File: config.mk
export PLATFORM = sky130hd
export DESIGN_NAME = alu_control_unit
export DESIGN_NICKNAME = d
export VERILOG_FILES = /design/src/rtl/cu_pkg.sv /design/src/rtl/regfile4x4.sv /design/src/rtl/alu_control_unit.sv
export SDC_FILE = /design/constraint.sdc
export NUM_CORES = 1
export LEC_CHECK = 0
export CORE_MARGIN = 3
export CORE_UTILIZATION = 50
export CTS_CLUSTER_SIZE = 40
export DETAILED_ROUTE_END_ITERATION = 10
export GPL_ROUTABILITY_DRIVEN = 0
export PLACE_DENSITY = 0.84
export SLEW_MARGIN = 25
export SYNTH_ARGS = -nofsm -noshare
export SYNTH_HDL_FRONTEND = slang
export SYNTH_SLANG_ARGS = --single-unit
File: constraint.sdc
create_clock -name clk -period 2.36 [get_ports clk]
set_input_delay 0.236 -clock clk [delete_from_list [all_inputs] [get_ports clk]]
set_output_delay 0.236 -clock clk [all_outputs]
set_load 0.01 [all_outputs]
File: src/rtl/cu_pkg.sv
// rtl/cu_pkg.sv - shared types and encodings for the ALU control unit
//
// Purpose: FSM state type, opcode constants and instruction field positions
//          used by the control unit decode.
// Ports:   none (package).
package cu_pkg;

   typedef enum logic [1:0] {
      IDLE    = 2'd0,
      FETCH   = 2'd1,
      EXECUTE = 2'd2,
      HALT    = 2'd3
   } cu_state_t;

   // Opcode prefixes. ALU ops are identified by IR[7]=0.
   localparam logic [1:0] OP_LDI  = 2'b10;
   localparam logic [3:0] OP_JMP  = 4'b1100;
   localparam logic [3:0] OP_JZ   = 4'b1101;
   localparam logic [3:0] OP_JN   = 4'b1110;
   localparam logic [3:0] OP_HALT = 4'b1111;

   // Instruction field positions (LSB of each field).
   localparam int RD_LSB     = 0;   // ALU destination / operand A
   localparam int RB_LSB     = 2;   // ALU operand B
   localparam int LDI_RD_LSB = 4;   // LDI destination
   localparam int IMM_LSB    = 0;   // LDI / jump immediate

   function automatic logic is_alu_op(input logic [7:0] ir);
      return ~ir[7];
   endfunction

endpackage

File: src/rtl/regfile4x4.sv
// rtl/regfile4x4.sv - 4x4-bit register file, one write port, three read ports
//
// Purpose: general-purpose register storage for the control unit.
// Ports:   clk, rst      - clock, synchronous active-high reset (clears all)
//          we, waddr, wdata - synchronous write port
//          raddr_a/rdata_a, raddr_b/rdata_b, raddr_d/rdata_d
//                        - combinational read ports (operand A, B, debug)
module regfile4x4 (
   input  logic       clk,
   input  logic       rst,
   input  logic       we,
   input  logic [1:0] waddr,
   input  logic [3:0] wdata,
   input  logic [1:0] raddr_a,
   input  logic [1:0] raddr_b,
   input  logic [1:0] raddr_d,
   output logic [3:0] rdata_a,
   output logic [3:0] rdata_b,
   output logic [3:0] rdata_d
);

   logic [3:0] regs [4];

   always_ff @(posedge clk) begin
      if (rst) begin
         for (int i = 0; i < 4; i++) begin
            regs[i] <= 4'd0;
         end
      end else if (we) begin
         regs[waddr] <= wdata;
      end
   end

   assign rdata_a = regs[raddr_a];
   assign rdata_b = regs[raddr_b];
   assign rdata_d = regs[raddr_d];

endmodule

File: src/rtl/alu_control_unit.sv
// rtl/alu_control_unit.sv - fetch/execute controller driving a 4-bit ALU
//
// Purpose: fetches 8-bit instructions from a 16-entry ROM, decodes them into
//          ALU select/operands, writes results back to a 4x4 register file,
//          latches ALU flags and handles LDI, JMP, JZ, JN and HALT.
// Ports:   clk, rst                 - clock, synchronous active-high reset
//          run                      - start/restart (IDLE and HALT only)
//          imem_addr, imem_data     - instruction ROM address / read data
//          alu_s0, alu_s1, alu_cin  - ALU operation select
//          alu_a, alu_b             - ALU operands R[IR[1:0]], R[IR[3:2]]
//          alu_g, alu_cout, alu_z, alu_n - ALU result and flags
//          dbg_sel, dbg_reg         - debug register read
//          flags                    - latched {C,Z,N}
//          busy, halted             - status decoded from state
module alu_control_unit
   import cu_pkg::*;
(
   input  logic       clk,
   input  logic       rst,
   input  logic       run,
   output logic [3:0] imem_addr,
   input  logic [7:0] imem_data,
   output logic       alu_s0,
   output logic       alu_s1,
   output logic       alu_cin,
   output logic [3:0] alu_a,
   output logic [3:0] alu_b,
   input  logic [3:0] alu_g,
   input  logic       alu_cout,
   input  logic       alu_z,
   input  logic       alu_n,
   input  logic [1:0] dbg_sel,
   output logic [3:0] dbg_reg,
   output logic [2:0] flags,
   output logic       busy,
   output logic       halted
);

   cu_state_t  state;
   logic [3:0] pc;
   logic [7:0] ir;

   logic       exec_alu;
   logic       exec_ldi;
   logic       rf_we;
   logic [1:0] rf_waddr;
   logic [3:0] rf_wdata;
   logic [3:0] imm;

   assign imm      = ir[IMM_LSB +: 4];
   assign exec_alu = (state == EXECUTE) && is_alu_op(ir);
   assign exec_ldi = (state == EXECUTE) && (ir[7:6] == OP_LDI);

   // Only ALU ops and LDI write the register file; LDI takes its
   // destination from IR[5:4] instead of IR[1:0].
   assign rf_we    = exec_alu || exec_ldi;
   assign rf_waddr = exec_ldi ? ir[LDI_RD_LSB +: 2] : ir[RD_LSB +: 2];
   assign rf_wdata = exec_ldi ? imm : alu_g;

   regfile4x4 u_regfile (
      .clk     (clk),
      .rst     (rst),
      .we      (rf_we),
      .waddr   (rf_waddr),
      .wdata   (rf_wdata),
      .raddr_a (ir[RD_LSB +: 2]),
      .raddr_b (ir[RB_LSB +: 2]),
      .raddr_d (dbg_sel),
      .rdata_a (alu_a),
      .rdata_b (alu_b),
      .rdata_d (dbg_reg)
   );

   // Select lines are forced low outside an ALU execute so the ALU sees a
   // quiet pass-through while fetching or running non-ALU instructions.
   assign alu_s1  = exec_alu & ir[6];
   assign alu_s0  = exec_alu & ir[5];
   assign alu_cin = exec_alu & ir[4];

   assign imem_addr = pc;
   assign busy      = (state == FETCH) || (state == EXECUTE);
   assign halted    = (state == HALT);

   always_ff @(posedge clk) begin
      if (rst) begin
         state <= IDLE;
         pc    <= 4'd0;
         ir    <= 8'd0;
         flags <= 3'd0;
      end else begin
         case (state)
            IDLE: begin
               if (run) begin
                  state <= FETCH;
               end
            end
            FETCH: begin
               ir    <= imem_data;
               pc    <= pc + 4'd1;
               state <= EXECUTE;
            end
            EXECUTE: begin
               state <= FETCH;
               if (exec_alu) begin
                  flags <= {alu_cout, alu_z, alu_n};
               end
               // Conditional jumps test the flags latched by earlier ALU ops.
               case (ir[7:4])
                  OP_JMP:  pc <= imm;
                  OP_JZ:   if (flags[1]) pc <= imm;
                  OP_JN:   if (flags[0]) pc <= imm;
                  OP_HALT: state <= HALT;
                  default: ;
               endcase
            end
            HALT: begin
               // Restart from address 0; registers and flags carry over.
               if (run) begin
                  state <= FETCH;
                  pc    <= 4'd0;
               end
            end
            default: state <= IDLE;
         endcase
      end
   end

endmodule

==> run summary <==
Vias = 1502
Hold Buf Count CTS = 0
Layout cell share with drive strength beyond 1 = 13.7%
Gr usage total = 20.9%
Max FO, Critical Path = 8
Pre-CTS WS = 0.251 ns
Unrepaired setup endpoints after global routing = false
PD cells = 923 nW/µm²
Starting density of the core = 55.0%
Post-DP HPWL = 3.39 mm
Vias per inst = 5.52
Crit path max-delay family = buffers and inverters
CTS tree = built
Final min period = 2.19 ns
Synth Flop Type = dfxtp_1
Slew @ Worst Pin = 0.561 ns
Worst rel slew slack = 62.6%
CTS sink count = 37
Asr flop ratio synth = 0%
Worst-path clk slew = 0.07 ns
Die Ht = 68.3 µm
Setup-failing EPs final = 0
Io pins = 44
Final Skew = 0.00855 ns
Vias in the first global route = 1515
Hold Slack = 0.543 ns
Sequential cell area = 901 µm²
Area Growth Syn to Fin = 30.7%
Worst path arrival time = 1.96 ns
DR DRC count = 1
WP buf/inv = 2
Die ar. = 4660 µm²
Post-Route WL = 4.28 mm
Synth area leaders = edfxtp_1 (25%), dfxtp_1 (22%), mux4_2 (14%), mux2i_1 (5.7%), nor2_1 (5.6%)
CP startpoint kind = flop
Final Hold Fails = 0
Clock buffer depth = 2
First-pass GRT wire length = 7.00 mm
Final Cycle Share = 92.9%
VDD IR max = 0.471 mV
EDFF count, synth = 16
Outcome = complete, but fails checks
CTS Buf Count = 5
Sequential element share of the synthesized area = 46.5%
Switching part of the total = 34.1%
Root Driver = clkbuf_8
Psw = 796 µW
Number of antenna diodes = 0
PortBufs = 43
Kind of end point of the critical path = output pin
Clock latency on the worst-skew pair = 0.30 ns
Setup_tns = 0 ns
Post-synthesis cell type count = 35
Detail Route Antenna Nets = 0
Post-Layout Cell Count = 272
Rows = 21
Max Clk Rate = 456 MHz
Total setup buffers inserted after CTS = 0
Post-Place Cells = 264
Synth cell count leaders = nor2_1 (29), dfxtp_1 (21), edfxtp_1 (16)
Yosys warnings = 0
Synth Register Bits = 37
Initial DRT Pass Iterations = 7
Max Slew Vio Count = 0
Share of the synthesized area in the top cell type = 24.8%
H-tree depth = 2
Slowest CP cell = clkdlybuf4s50_1
Share of power burned in registers = 40.0%
Critical path class = reg -> out
Remaining global-route overflow = 0
Synthesized instance count = 175
Most frequent cell after synthesis = nor2_1
Internal power = 1.54 mW
Post-layout nets = 250
Max Cap Viol = 0
Avg WL per Cell = 15.8 µm
Synthesized net count = 200
P_leak = 0.984 nW
Largest net degree at the start of global routing = 16
Post-synth top area cell = edfxtp_1
Critical Path RT = 2.12 ns
Total power = 2.34 mW
Antenna violations before repair = 0
Combinational group share of total power = 41.9%
Failing checks = DRC
CP Cell Sequence = inv_1, ha_2, nor2b_1, and2_1, clkdlybuf4s50_1
Footprint of the multi-input gates = 972 µm²
Cell Area, Synth = 1940 µm²
Max stage delay on crit path = 0.53 ns
Chip width = 68.3 µm
Clock network power share = 18.1%
Hold crit path type = reg -> reg
Worst setup margin = 0.168 ns
Core ar. = 3520 µm²
Fillers = 275
Initial DRC Count = 73
Post-Syn Area per Cell = 11.1 µm²
-- layer usage --
| metal | vias to the layer above | share of wire [%] | GRT usage, % |
|---|---|---|---|
| met1 | 698 | 41 | 23.9 |
| met5 | - | 0 | 0 |
| met3 | 6 | 7.2 | 5.91 |
| met2 | 63 | 50 | 36.7 |
| li1 | 735 | - | - |
| met4 | 0 | 1.6 | 8.19 |
-- path summary, 6_finish.rpt --
check	from	end	slack (ns)	depth (start not counted)
max reg2reg	state[0]	u_regfile.regs[2][1]	0.32	6
max	state[0]	alu_cin	0.17	5
min reg2reg	flags[0]	flags[0]	0.54	2
min	flags[0]	flags[0]	0.54	2
-- cells by family after synthesis --
family | synth area share (%)
buffers and inverters | 3.49
AND/OR/NAND/NOR | 16.2
multiplexers | 20.4
AO/OA/AOI/OAI | 9.30
adder cells (fa/ha/maj) | 3.23
flip-flops | 46.5
XOR/XNOR | 0.904
-- cell type report --
type | count | area share [%]
clock buffers | 7 | 3.01
multi-input cells | 120 | 38.4
flip-flops and latches | 37 | 35.6
well taps | 46 | 2.27
repair buffers | 49 | 18.8
clock inverters | 1 | 0.198
inverters | 12 | 1.78
-- worst reg2reg max path, delay by kind of cell (launching register included) --
kind / cells / cell delay (ns)
adders and majority gates: 1 / 0.28
buffers and inverters: 1 / 0.10
DFF: 1 / 0.34
muxes: 1 / 0.33
and+or+nand+nor: 3 / 0.70
-- placed cells by master (no fill, tap or decap), types with 2 or more instances in the layout --
| cell type | Yosys | layout |
|---|---|---|
| clkdlybuf4s50_1 | 0 | 43 |
| a211oi_1 | 3 | 3 |
| nor2_1 | 29 | 29 |
| inv_1 | 12 | 12 |
| nor3b_1 | 2 | 2 |
| nand3_1 | 2 | 2 |
| a21oi_1 | 8 | 8 |
| nor2b_1 | 3 | 3 |
| and2_1 | 4 | 4 |
| edfxtp_1 | 16 | 16 |
| clkbuf_8 | 0 | 5 |
| nand2_1 | 10 | 10 |
| nand3b_1 | 5 | 5 |
| mux4_2 | 12 | 12 |
| clkbuf_1 | 6 | 2 |
| o21ai_0 | 7 | 7 |
| ha_1 | 5 | 4 |
| dfxtp_1 | 21 | 21 |
| buf_4 | 0 | 6 |
| mux2i_1 | 11 | 11 |
| nand2b_1 | 2 | 2 |
-- power by group through the flow --
| stage | logic (mW) | clock network, mW | registers (mW) |
|---|---|---|---|
| 5_1_grt | 1.08 | 0.460 | 0.957 |
| 6_report | 0.978 | 0.424 | 0.934 |
| 2_1_floorplan | 0.585 | 0 | 0.927 |
| 4_1_cts | 0.981 | 0.430 | 0.933 |
| 3_5_place_dp | 0.976 | 0 | 0.947 |
| 3_3_place_gp | 0.942 | 0 | 0.938 |
-- metrics by stage --
step	area (µm²)	utilization (%)
floorplan	1940	-
global placement	2450	69.5
detailed placement	2450	69.5
CTS	2530	71.9
global route	2530	71.9
finish	2530	71.9
-- what timing repair did --
action                     CTS  global route
resized for setup            0             1
hold endpoints to repair     0             0
setup endpoints to repair    0             3
Power figures use the tool's default switching activity.
